[config.mk]
export PLATFORM = sky130hd
export DESIGN_NAME = instr_fetch
export DESIGN_NICKNAME = d
export VERILOG_FILES = /design/src/rtl/simd_pkg.sv /design/src/rtl/instr_fetch.sv
export SDC_FILE = /design/constraint.sdc
export NUM_CORES = 1
export LEC_CHECK = 0
export CORE_ASPECT_RATIO = 0.5
export CORE_MARGIN = 2
export CORE_UTILIZATION = 47
export CTS_BUF_LIST = sky130_fd_sc_hd__clkbuf_16
export DETAILED_ROUTE_END_ITERATION = 6
export PLACE_DENSITY = 0.85
export SYNTH_ARGS = -nofsm -noshare
export SYNTH_HDL_FRONTEND = slang
export SYNTH_SLANG_ARGS = --single-unit
[constraint.sdc]
create_clock -name CLK -period 3.05 [get_ports CLK]
set_input_delay 0.915 -clock CLK [delete_from_list [all_inputs] [get_ports CLK]]
set_output_delay 0.915 -clock CLK [all_outputs]
set_load 0.05 [all_outputs]
[src/rtl/simd_pkg.sv]
// Shared types and constants for the SIMD core front end.
// Fetch FSM encoding, NOP word and opcode field layout.
package simd_pkg;

    typedef enum logic [2:0] {
        S_IDLE,
        S_FETCH,
        S_WAIT,
        S_HOLD,
        S_HALT
    } fetch_state_t;

    localparam logic [31:0] NOP_INSTR = 32'd0;

    localparam int OPC_LSB = 0;
    localparam int OPC_MSB = 3;

    localparam logic [3:0] OP_LOAD   = 4'd2;
    localparam logic [3:0] OP_LOAD_B = 4'd3;
    localparam logic [3:0] OP_MAC    = 4'd4;
    localparam logic [3:0] OP_STORE  = 4'd5;
    localparam logic [3:0] OP_END    = 4'd6;

endpackage

[src/rtl/instr_fetch.sv]
// Instruction fetch stage: PC register plus fetch FSM feeding the control unit.
// One instruction is presented at a time; NOP is shown between instructions.
module instr_fetch
    import simd_pkg::*;
#(
    parameter int                ADDR_W   = 8,
    parameter logic [ADDR_W-1:0] RESET_PC = '0
) (
    input  logic              CLK,
    input  logic              RSTN,
    input  logic              START_SIGNAL,
    input  logic              PC_INCR,
    input  logic              INSTR_DONE,
    output logic [ADDR_W-1:0] IMEM_ADDR,
    output logic              IMEM_RDEN,
    input  logic [31:0]       IMEM_RDATA,
    output logic [31:0]       INSTR,
    output logic              INSTR_VALID,
    output logic              HALTED,
    output logic              PC_OVF
);

    localparam logic [ADDR_W-1:0] PC_MAX = '1;

    fetch_state_t      state, state_nxt;
    logic [ADDR_W-1:0] pc, pc_nxt;
    logic [31:0]       instr_nxt;
    logic              valid_nxt;
    logic              halted_nxt;
    logic              ovf_nxt;

    always_ff @(posedge CLK or negedge RSTN) begin
        if (!RSTN) begin
            state       <= S_IDLE;
            pc          <= RESET_PC;
            INSTR       <= NOP_INSTR;
            INSTR_VALID <= 1'b0;
            HALTED      <= 1'b0;
            PC_OVF      <= 1'b0;
        end else begin
            state       <= state_nxt;
            pc          <= pc_nxt;
            INSTR       <= instr_nxt;
            INSTR_VALID <= valid_nxt;
            HALTED      <= halted_nxt;
            PC_OVF      <= ovf_nxt;
        end
    end

    always_comb begin
        state_nxt  = state;
        pc_nxt     = pc;
        instr_nxt  = INSTR;
        valid_nxt  = INSTR_VALID;
        halted_nxt = HALTED;
        ovf_nxt    = PC_OVF;
        unique case (state)
            S_IDLE: begin
                if (START_SIGNAL) state_nxt = S_FETCH;
            end
            S_FETCH: begin
                state_nxt = S_WAIT;
            end
            S_WAIT: begin
                instr_nxt = IMEM_RDATA;
                valid_nxt = 1'b1;
                state_nxt = S_HOLD;
            end
            S_HOLD: begin
                // INSTR_DONE has priority over PC_INCR in the same cycle
                if (INSTR_DONE) begin
                    instr_nxt  = NOP_INSTR;
                    valid_nxt  = 1'b0;
                    halted_nxt = 1'b1;
                    state_nxt  = S_HALT;
                end else if (PC_INCR) begin
                    instr_nxt = NOP_INSTR;
                    valid_nxt = 1'b0;
                    if (pc == PC_MAX) begin
                        ovf_nxt    = 1'b1;
                        halted_nxt = 1'b1;
                        state_nxt  = S_HALT;
                    end else begin
                        pc_nxt    = pc + 1'b1;
                        state_nxt = S_FETCH;
                    end
                end
            end
            S_HALT: begin
                if (!START_SIGNAL) begin
                    pc_nxt     = RESET_PC;
                    halted_nxt = 1'b0;
                    ovf_nxt    = 1'b0;
                    state_nxt  = S_IDLE;
                end
            end
            default: begin
                state_nxt = S_IDLE;
            end
        endcase
    end

    assign IMEM_ADDR = pc;
    assign IMEM_RDEN = (state == S_FETCH);

endmodule

==> run_results.csv <==
group,metric,value,unit
outcome,outcome,"completed",
setup_path,cp.buffers_inverters,1,
timing,final-setup-viol-count,0,
logic_synthesis,synth_mux_area_share,0,%
drt,antenna_left,0,
worst_hold_path,hp-class,"flop to flop",
worst_hold_path,worst_hold_startpoint,"HALTED$_DFFE_PN0P_",
clock_network,cts-hold-fix-buffers,0,
logic_synthesis,syn-cell-area,2100,sq um
logic_synthesis,yosysTopAreaCellShare,54.9,%
finish,final_core_util,71.2,%
floorplanning,dieArea,5040,sq um
global_route,grt_usage,22.6,%
logic_synthesis,syn_area_per_cell,9.40,sq um
timing,skew,0.00249,ns
timing,slew_headroom,58.0,%
finish,nets,340,
power_and_ir_drop,clkPwrFrac,16.8,%
finish,drive_gt1_share,8.58,%
place,portBuffers,80,
logic_synthesis,synth_top_area_cell,"dfrtp_1",
timing,fin_hold_ws,0.511,ns
logic_synthesis,synth_flop_cell,"dfrtp_1",
finish,final_cell_area,3090,sq um
setup_path,rr_worst_depth,5,
run,max_cap_violations,0,
clock_network,clkTransAtPathRegs,0.06,ns
setup_path,reg2reg_to,"IMEM_ADDR[2]$_DFFE_PN0P_",
worst_hold_path,whs_path_depth,2,
floorplanning,die_w,98.4,um
drt,vias_per_cell,5.25,
timing,rsz0062_at_grt,"false",
setup_path,start_kind,"flop",
logic_synthesis,synth_top_family_by_area,"simple AND/OR/NAND/NOR gates",
clock_network,cts-buffers-inserted,5,
logic_synthesis,synth_compound_area_share,17.6,%
drt,wire_per_inst,14.9,um
setup_path,crit_path_end_kind,"output port",
logic_synthesis,async_flop_share,100,%
setup_path,slowest_delay,0.83,ns
timing,slew_viol_final,0,
clock_network,cts_buffer_depth,2,
logic_synthesis,synth.area.top_cells,"dfrtp_1, nand2_1, o21ai_0, o31ai_1, buf_6",
setup_path,path_class,"flop to output port",
logic_synthesis,synth-simple-area-share,22.9,%
drt,vias,1891,
finish,area_delta_synth_final,47.3,%
global_route,grt_pass1_vias,1886,
timing,max_freq,356,MHz
power_and_ir_drop,ir_worst_vdd,0.000705,V
setup_path,slowest_stage,"clkdlybuf4s50_1",
floorplanning,die_height,51.2,um
logic_synthesis,synthCells,223,
power_and_ir_drop,p_seq_share,28.8,%
power_and_ir_drop,pwr-share-comb,54.4,%
power_and_ir_drop,leakage,1.27,nW
finish,diodes,0,
logic_synthesis,ys_warn_count,0,
power_and_ir_drop,power_density,1160,nW/um^2
setup_path,crit_required,2.13,ns
drt,routed_wl,5370,um
logic_synthesis,synth_nets,261,
floorplanning,start_util,48.3,%
setup_path,cp_cell_sequence,"nor3b_1, clkdlybuf4s50_1",
logic_synthesis,synth_edf_count,0,
drt,drt_iter0_drc,57,
place,dp_hpwl,3750,um
timing,hold_viol_final,0,
clock_network,clock_sinks,46,
setup_path,crit_fanout,10,
setup_path,r2r_slack,1.19,ns
worst_hold_path,min_to,"HALTED$_DFFE_PN0P_",
global_route,grt_first_pass_wirelength,8930,um
global_route,gr-total-overflow,0,
setup_path,r2r-start,"IMEM_ADDR[0]$_DFFE_PN0P_",
floorplanning,rows,17,
power_and_ir_drop,p_sw,1.74,mW
global_route,antenna_found_initial,0,
clock_network,ctsResizeCount,0,
logic_synthesis,synth_xor_area_share,0,%
setup_path,arrival,1.90,ns
place,postPlaceCellArea,2920,sq um
timing,tns,0,ns
logic_synthesis,synthAdderAreaFrac,0.597,%
clock_network,cts.htree.levels,2,
drt,firstDrtPassIters,4,
power_and_ir_drop,p_int,1.86,mW
clock_network,clock_latency,0.28,ns
logic_synthesis,ys_types,37,
drt,route.detailed.drc,0,
global_route,grt_max_degree,47,
clock_network,cts-root-buf,"clkbuf_16",
setup_path,cp-startpoint,"state[0]$_DFFE_PN0P_",
timing,fin_crit,2.81,ns
clock_network,postCtsSetupBuffers,0,
place,gp_congestion,0.857,
floorplanning,design.core.area,4340,sq um
clock_network,cts_tree,"yes",
power_and_ir_drop,switching_share,48.3,%
logic_synthesis,ys_ff_latch,46,
setup_path,cp_top_family,"buffers and inverters",
timing,tightestPinTransition,0.626,ns
timing,period_share,92.2,%
logic_synthesis,synth-seq-area-share,54.9,%
floorplanning,pin_count,81,
## synth_stat cells (3+ instances only)
master,number
o31ai_1,8
nor2_1,7
dfrtp_1,46
buf_6,3
nand3_1,4
o21ai_0,36
o21ai_1,4
nand2_1,73
clkbuf_1,4
buf_2,6
## power groups by stage
stage	sequential, mW	clock [mW]	combinational [mW]
global placement	1.03	0	1.92
floorplan	1.72	0	0.644
CTS	1.03	0.612	1.97
detailed placement	1.04	0	1.96
global route	1.07	0.639	2.08
finish	1.03	0.604	1.96
## cell usage in the layout (no fill, tap or decap), types with 2 or more instances in the layout
cell / Yosys / layout
dfrtp_1: 46 / 46
clkdlybuf4s50_1: 0 / 79
o21ai_0: 36 / 36
nor3_1: 2 / 2
a21oi_1: 2 / 2
clkbuf_16: 0 / 5
o31ai_1: 8 / 8
nor2_1: 7 / 7
inv_1: 1 / 2
and2_1: 2 / 2
nand4_1: 2 / 2
nand2_1: 73 / 73
buf_4: 0 / 5
o21ai_1: 4 / 4
a31oi_1: 2 / 2
nand3_1: 4 / 4
## cells by family after synthesis
logic type / count (synthesis)
and+or+nand+nor: 102
AOI/OAI and AO/OA: 60
DFF: 46
buffers and inverters: 14
adders and majority gates: 1
## metrics by stage
stage                     std cells  power, mW  setup WS, ns
after detailed placement        352       3.01         0.538
after global placement          352       2.94         0.542
final                           360       3.60         0.238
after global routing            360       3.79         0.130
after floorplan                 223       2.37         0.455
after CTS                       360       3.62         0.238
## cell type report
class,count,area (sq um)
fillers,355,1250
flip-flops and latches,46,1150
multi-input cells,163,862
repair buffers,85,833
clock buffers,5,125
well taps,57,71.3
clock inverters,3,41.3
inverters,1,3.75
## worst max-delay path by stage
stage | cells after the start | to | slack [ns]
finish | 2 | IMEM_RDEN | 0.24
global route | 2 | IMEM_RDEN | 0.13
CTS | 2 | IMEM_RDEN | 0.24
detailed placement | 5 | IMEM_ADDR[3]$_DFFE_PN0P_ | 0.54
global placement | 2 | IMEM_RDEN | 0.54
floorplan | 2 | IMEM_RDEN | 0.45
## layer usage
layer  GRT usage [%]  up-vias  wire (um)
met2            41.3       37       2850
met4            6.85        0         60
met5               0        -          0
li1                -      927          -
met1            27.8      921       2270
met3            4.51        6        190
## flip-flops by register name, indices dropped and copies added, names as in the netlist
name         flops
HALTED           1
INSTR           32
INSTR_VALID      1
PC_OVF           1
state            3
IMEM_ADDR        8
## worst min-delay path: cells and delay by family (launching register included)
kind	cells	cell delay [ns]
simple gates	1	0.07
compound gates	1	0.08
flops	1	0.33
No activity file was read; power rests on OpenSTA's default activity.
